`src/rtl/fp_calc_pkg.sv`:
```
// Shared constants and types for the calculator's floating-point datapath.
// Used by the alignment shifter, priority encoder and normaliser.
package fp_calc_pkg;

  localparam int MANT_W = 24;
  localparam int SH_W   = 6;
  localparam int MAX_SH = MANT_W + 2;

  typedef enum logic [1:0] {
    IDLE  = 2'd0,
    SHIFT = 2'd1,
    DONE  = 2'd2
  } state_e;

endpackage

```
`src/rtl/mant_align_shifter_if.sv`:
```
// Request/result bundle between the exponent-compare logic and the
// mantissa alignment shifter.
interface mant_align_shifter_if #(
  parameter int WIDTH = fp_calc_pkg::MANT_W,
  parameter int SH_W  = fp_calc_pkg::SH_W
);

  logic             start;
  logic [WIDTH-1:0] mant_in;
  logic [SH_W-1:0]  shamt;
  logic             busy;
  logic             done;
  logic [WIDTH-1:0] mant_out;
  logic             guard;
  logic             round;
  logic             sticky;

  modport master (
    output start,
    output mant_in,
    output shamt,
    input  busy,
    input  done,
    input  mant_out,
    input  guard,
    input  round,
    input  sticky
  );

  modport slave (
    input  start,
    input  mant_in,
    input  shamt,
    output busy,
    output done,
    output mant_out,
    output guard,
    output round,
    output sticky
  );

endinterface

```
`src/rtl/mant_align_shifter.sv`:
```
// Bit-serial right shifter that aligns the smaller mantissa before add/sub,
// producing guard, round and sticky bits for the rounding stage.
module mant_align_shifter #(
  parameter int WIDTH  = fp_calc_pkg::MANT_W,
  parameter int SH_W   = fp_calc_pkg::SH_W,
  parameter int MAX_SH = WIDTH + 2
) (
  input  logic                 clk,
  input  logic                 rst,
  mant_align_shifter_if.slave  bus
);

  import fp_calc_pkg::*;

  localparam int CNT_W = $clog2(MAX_SH + 1);

  state_e             r_state;
  logic [WIDTH-1:0]   r_m;
  logic               r_g;
  logic               r_r;
  logic               r_s;
  logic [CNT_W-1:0]   r_cnt;

  logic               w_clamp;
  logic [CNT_W-1:0]   w_cnt_ld;

  // Past MAX_SH every bit has already been folded into sticky.
  assign w_clamp  = 32'(bus.shamt) >= 32'(MAX_SH);
  assign w_cnt_ld = w_clamp ? CNT_W'(MAX_SH)
                            : CNT_W'(bus.shamt);

  always_ff @(posedge clk) begin
    if (rst) begin
      r_state <= IDLE;
      r_m     <= '0;
      r_g     <= 1'b0;
      r_r     <= 1'b0;
      r_s     <= 1'b0;
      r_cnt   <= '0;
    end else begin
      unique case (r_state)
        IDLE, DONE: begin
          if (bus.start) begin
            r_m     <= bus.mant_in;
            r_g     <= 1'b0;
            r_r     <= 1'b0;
            r_s     <= 1'b0;
            r_cnt   <= w_cnt_ld;
            r_state <= (w_cnt_ld != '0) ? SHIFT : DONE;
          end else begin
            r_state <= IDLE;
          end
        end
        SHIFT: begin
          r_s   <= r_s | r_r;
          r_r   <= r_g;
          r_g   <= r_m[0];
          r_m   <= {1'b0, r_m[WIDTH-1:1]};
          r_cnt <= r_cnt - CNT_W'(1);
          if (r_cnt == CNT_W'(1)) begin
            r_state <= DONE;
          end
        end
        default: r_state <= IDLE;
      endcase
    end
  end

  assign bus.busy     = (r_state == SHIFT);
  assign bus.done     = (r_state == DONE);
  assign bus.mant_out = r_m;
  assign bus.guard    = r_g;
  assign bus.round    = r_r;
  assign bus.sticky   = r_s;

endmodule

```
`src/flat_wrapper.sv`:
```
// flat-port wrapper written by rule: the top's interface ports become plain ports
module mant_align_shifter_flat import fp_calc_pkg::*;
#(
  parameter int WIDTH  = fp_calc_pkg::MANT_W,
  parameter int SH_W   = fp_calc_pkg::SH_W,
  parameter int MAX_SH = WIDTH + 2
)
  (clk, rst, bus_start, bus_mant_in, bus_shamt, bus_busy, bus_done, bus_mant_out, bus_guard, bus_round, bus_sticky);
  mant_align_shifter_if #(.WIDTH(WIDTH), .SH_W(SH_W)) bus_i ();
  input  logic clk;
  input  logic rst;
  input wire logic [$bits(bus_i.start)-1:0] bus_start;
  input wire logic [$bits(bus_i.mant_in)-1:0] bus_mant_in;
  input wire logic [$bits(bus_i.shamt)-1:0] bus_shamt;
  output wire logic [$bits(bus_i.busy)-1:0] bus_busy;
  output wire logic [$bits(bus_i.done)-1:0] bus_done;
  output wire logic [$bits(bus_i.mant_out)-1:0] bus_mant_out;
  output wire logic [$bits(bus_i.guard)-1:0] bus_guard;
  output wire logic [$bits(bus_i.round)-1:0] bus_round;
  output wire logic [$bits(bus_i.sticky)-1:0] bus_sticky;
  assign bus_i.start = bus_start;
  assign bus_i.mant_in = bus_mant_in;
  assign bus_i.shamt = bus_shamt;
  assign bus_busy = bus_i.busy;
  assign bus_done = bus_i.done;
  assign bus_mant_out = bus_i.mant_out;
  assign bus_guard = bus_i.guard;
  assign bus_round = bus_i.round;
  assign bus_sticky = bus_i.sticky;
  mant_align_shifter #(.WIDTH(WIDTH), .SH_W(SH_W), .MAX_SH(MAX_SH)) u_core (.clk(clk), .rst(rst), .bus(bus_i));
endmodule
```
`config.mk`:
```
export PLATFORM = sky130hd
export DESIGN_NAME = mant_align_shifter_flat
export DESIGN_NICKNAME = d
export VERILOG_FILES = /design/src/rtl/fp_calc_pkg.sv /design/src/rtl/mant_align_shifter_if.sv /design/src/rtl/mant_align_shifter.sv /design/src/flat_wrapper.sv
export SDC_FILE = /design/constraint.sdc
export NUM_CORES = 1
export LEC_CHECK = 0
export BUFFER_PORTS_ARGS = -buffer_cell sky130_fd_sc_hd__buf_2
export CAP_MARGIN = 20
export CORE_AREA = 2 2 83 53
export CTS_BUF_LIST = sky130_fd_sc_hd__clkbuf_8
export DETAILED_ROUTE_END_ITERATION = 8
export DIE_AREA = 0 0 85 55
export PLACE_DENSITY_LB_ADDON = 0.25
export SYNTH_ARGS = -nofsm -noshare
export SYNTH_HDL_FRONTEND = slang
export SYNTH_SLANG_ARGS = --single-unit
export TNS_END_PERCENT = 10
```
`constraint.sdc`:
```
create_clock -name clk -period 1.72 [get_ports clk]
set_clock_uncertainty 0.05 [all_clocks]
set_input_delay 0.258 -clock clk [delete_from_list [all_inputs] [get_ports clk]]
set_output_delay 0.258 -clock clk [all_outputs]
set_load 0.1 [all_outputs]
```
==> flow_metrics.tcl <==
set metrics [dict create \
    p_clk_frac 0.248 \
    numCtsBuffers 5 \
    first_iter_violations 89 \
    pwr-share-comb 0.362 \
    worst_ep_arrival_time_ps 1270 \
    r2r_start "u_core.r_cnt[0]" \
    min_period_over_period 0.9184 \
    grt_pass1_vias 1339 \
    dr.pass1.iters 4 \
    ff2ff_path_depth 5 \
    worstSetupPathType "reg2out" \
    slew_violations 0 \
    yosysUniqueCellTypes 32 \
    die_y_um 55 \
    antenna_found_initial 0 \
    yosysWarnings 0 \
    worstMarginPinSlew_ps 561.8 \
    cts_buffer_depth 2 \
    rsz0062_at_grt "no" \
    p_sw_uw 982.8 \
    ant_nets 0 \
    tns_ps 0 \
    synthCells 175 \
    n_antenna_cell 0 \
    synth_fp_nets 210 \
    post_cts_resized 0 \
    rows 18 \
    r2r_end "u_core.r_cnt[4]" \
    r2r_slack_ps 290 \
    vias 1546 \
    drcViolationCount 0 \
    nFillCells 391 \
    drive_above_1_share 0.3574 \
    htreeDepth 2 \
    p_sw_frac 0.4130 \
    post-route-min-period_ps 1580 \
    max-slew-margin-rel 0.6255 \
    hold_depth 3 \
    hold_path_startpoint "bus_mant_in[23]" \
    overflow 0 \
    worstPathCellList "nand2b_2, inv_2, buf_12" \
    path_buf_inv 2 \
    portBuffers 61 \
    cts.sinks 34 \
    grt_pass1_wl_um 6320 \
    die_area_um2 4675 \
    cts_root_buffer "clkbuf_8" \
    cp-start-kind "flip-flop" \
    startpoint "u_core.r_state[0]" \
    syn_avg_cell_area_um2 8.787 \
    drt-total-wl_um 3932 \
    ys_ff_latch 34 \
    intPower_uw 1397 \
    via_per_inst 5.425 \
    powerDensity_nw_per_um2 1201 \
    leakage_uw 0.0008589 \
    wl_met3_um 289 \
    dr_wl_met2_um 1639 \
    initial_utilization 0.3902 \
    met1_length_um 1966 \
    cts_hold_buffers 0 \
    cts_setup_buffers 0 \
    finalHoldViolCount 0 \
    grt_max_degree 32 \
    crit_family "buffers and inverters" \
    slowest_delay_ps 440 \
    yosysSeqAreaShare 0.4426 \
    track_usage 0.1749 \
    maxCapViolCount 0 \
    endpoint_kind "output pin" \
    final_net_count 269 \
    post-route-util 0.5029 \
    cts_tree "built" \
    outcome "completed" \
    wl_per_cell_um 13.80 \
    hp-class "in2reg" \
    final_common_cell "buf_2" \
    final_cell_mix "buf_2 (60), dfxtp_1 (34), a21oi_1 (29), nand3_1 (28), a22oi_1 (23)" \
    crit_path_max_fanout 13 \
    worstPathRequired_ps 1410 \
    whs_endpoint "u_core.bus.mant_out[23]" \
    clock.fmax_mhz 633.1 \
    pwr-share-seq 0.390 \
    ir_drop_uv 623.5 \
    dpl.hpwl_um 2784 \
    crit_slowest_cell "dfxtp_1" \
    syn_area_um2 1538 \
    fin_hold_ws_ps 167.3 \
    syn_to_final_growth_pct 28.89 \
    ios 62 \
    die_w_um 85 \
    core_area_um2 3941 \
    gp_congestion 0.7677 \
    insertion_delay_ps 280 \
    routed.top_layer "met4" \
    clk_pin_slew_ps 60 \
    setup_viol 0 \
]
[worst max-delay path by stage]
stage                       to  depth (start not counted)  slack [ps]
2_1_floorplan         bus_done                          1         250
3_3_place_gp   u_core.r_cnt[4]                          5         330
3_5_place_dp   u_core.r_cnt[4]                          5         310
4_1_cts               bus_busy                          3         120
5_1_grt               bus_busy                          3          60
6_report              bus_busy                          3         140
[area by class of cell]
class | instances | area [um2] | area share
clock inverter | 2 | 8.758 | 0.004419
clock buffer | 6 | 82.58 | 0.04167
timing repair buffer | 68 | 372.9 | 0.1881
tap | 50 | 62.56 | 0.03157
inverter | 4 | 15.01 | 0.007576
sequential | 34 | 680.7 | 0.3434
multi-input combinational | 121 | 759.5 | 0.3832
[worst reg2reg max path: stages (launching register included)]
cell and delay, ps:
dfxtp_1 380, inv_1 70, ha_1 200, nor3b_2 160, xnor2_1 140, a2111oi_2 330
[flip-flops by register name (all words and copies together), names as in the netlist]
signal / flops
u_core.bus.guard: 1
u_core.bus.sticky: 1
u_core.bus.mant_out: 24
u_core.bus.round: 1
u_core.r_state: 2
u_core.r_cnt: 5
[cells in the mapped netlist, drive strengths merged]
cell type	number	area [um2]
a2111oi	1	15.01
a21oi	29	145.1
a22oi	23	172.7
a311o	2	20.02
a31oi	2	12.51
buf	12	70.07
clkbuf	4	15.01
dfxtp	34	680.7
ha	2	25.02
inv	4	15.01
mux2	1	15.01
nand2	8	30.03
nand2b	2	22.52
nand3	28	140.1
nand4	2	12.51
nor2	5	18.77
nor2b	2	15.02
nor3	4	20.02
nor3b	1	12.51
nor4b	1	8.760
o2111ai	1	8.760
o211ai	1	7.510
o221a	1	11.26
o31ai	2	20.02
or3	1	6.260
xnor2	1	8.760
xor2	1	8.760
[logic make-up (layout without fill, tap and decap cells)]
group           Yosys count  after routing  share of synthesized area
simple gates             54             54                     0.1863
fa+ha+maj                 2              2                    0.01627
xor+xnor                  2              2                    0.01139
mux                       1              1                   0.009761
compound gates           62             62                     0.2685
buf+inv                  20             80                    0.06509
flops                    34             34                     0.4426
[routing by layer]
metal  up-vias  global-route usage
li1        773                   -
met1       720              0.2358
met2        48              0.2708
met3         5             0.05490
met4         0             0.05556
met5         -                   0
[through the flow]
step	cells	total power, uW	worst slack, ps	instance area (um2)
after detailed placement	277	1808	312.8	1891
after CTS	285	2396	121.8	1982
after floorplan	175	1631	249.8	1540
final	285	2380	140.4	1982
after global routing	285	2490	64.88	1982
after global placement	277	1809	331.5	1891
[power groups by stage]
stage	logic [uW]	registers, uW	clock network (uW)
after floorplan	334	1300	0
after global placement	864	944	0
after detailed placement	863	945	0
after CTS	865	928	604
after global routing	917	940	634
final	862	928	590
(Power assumes the default switching activity.)
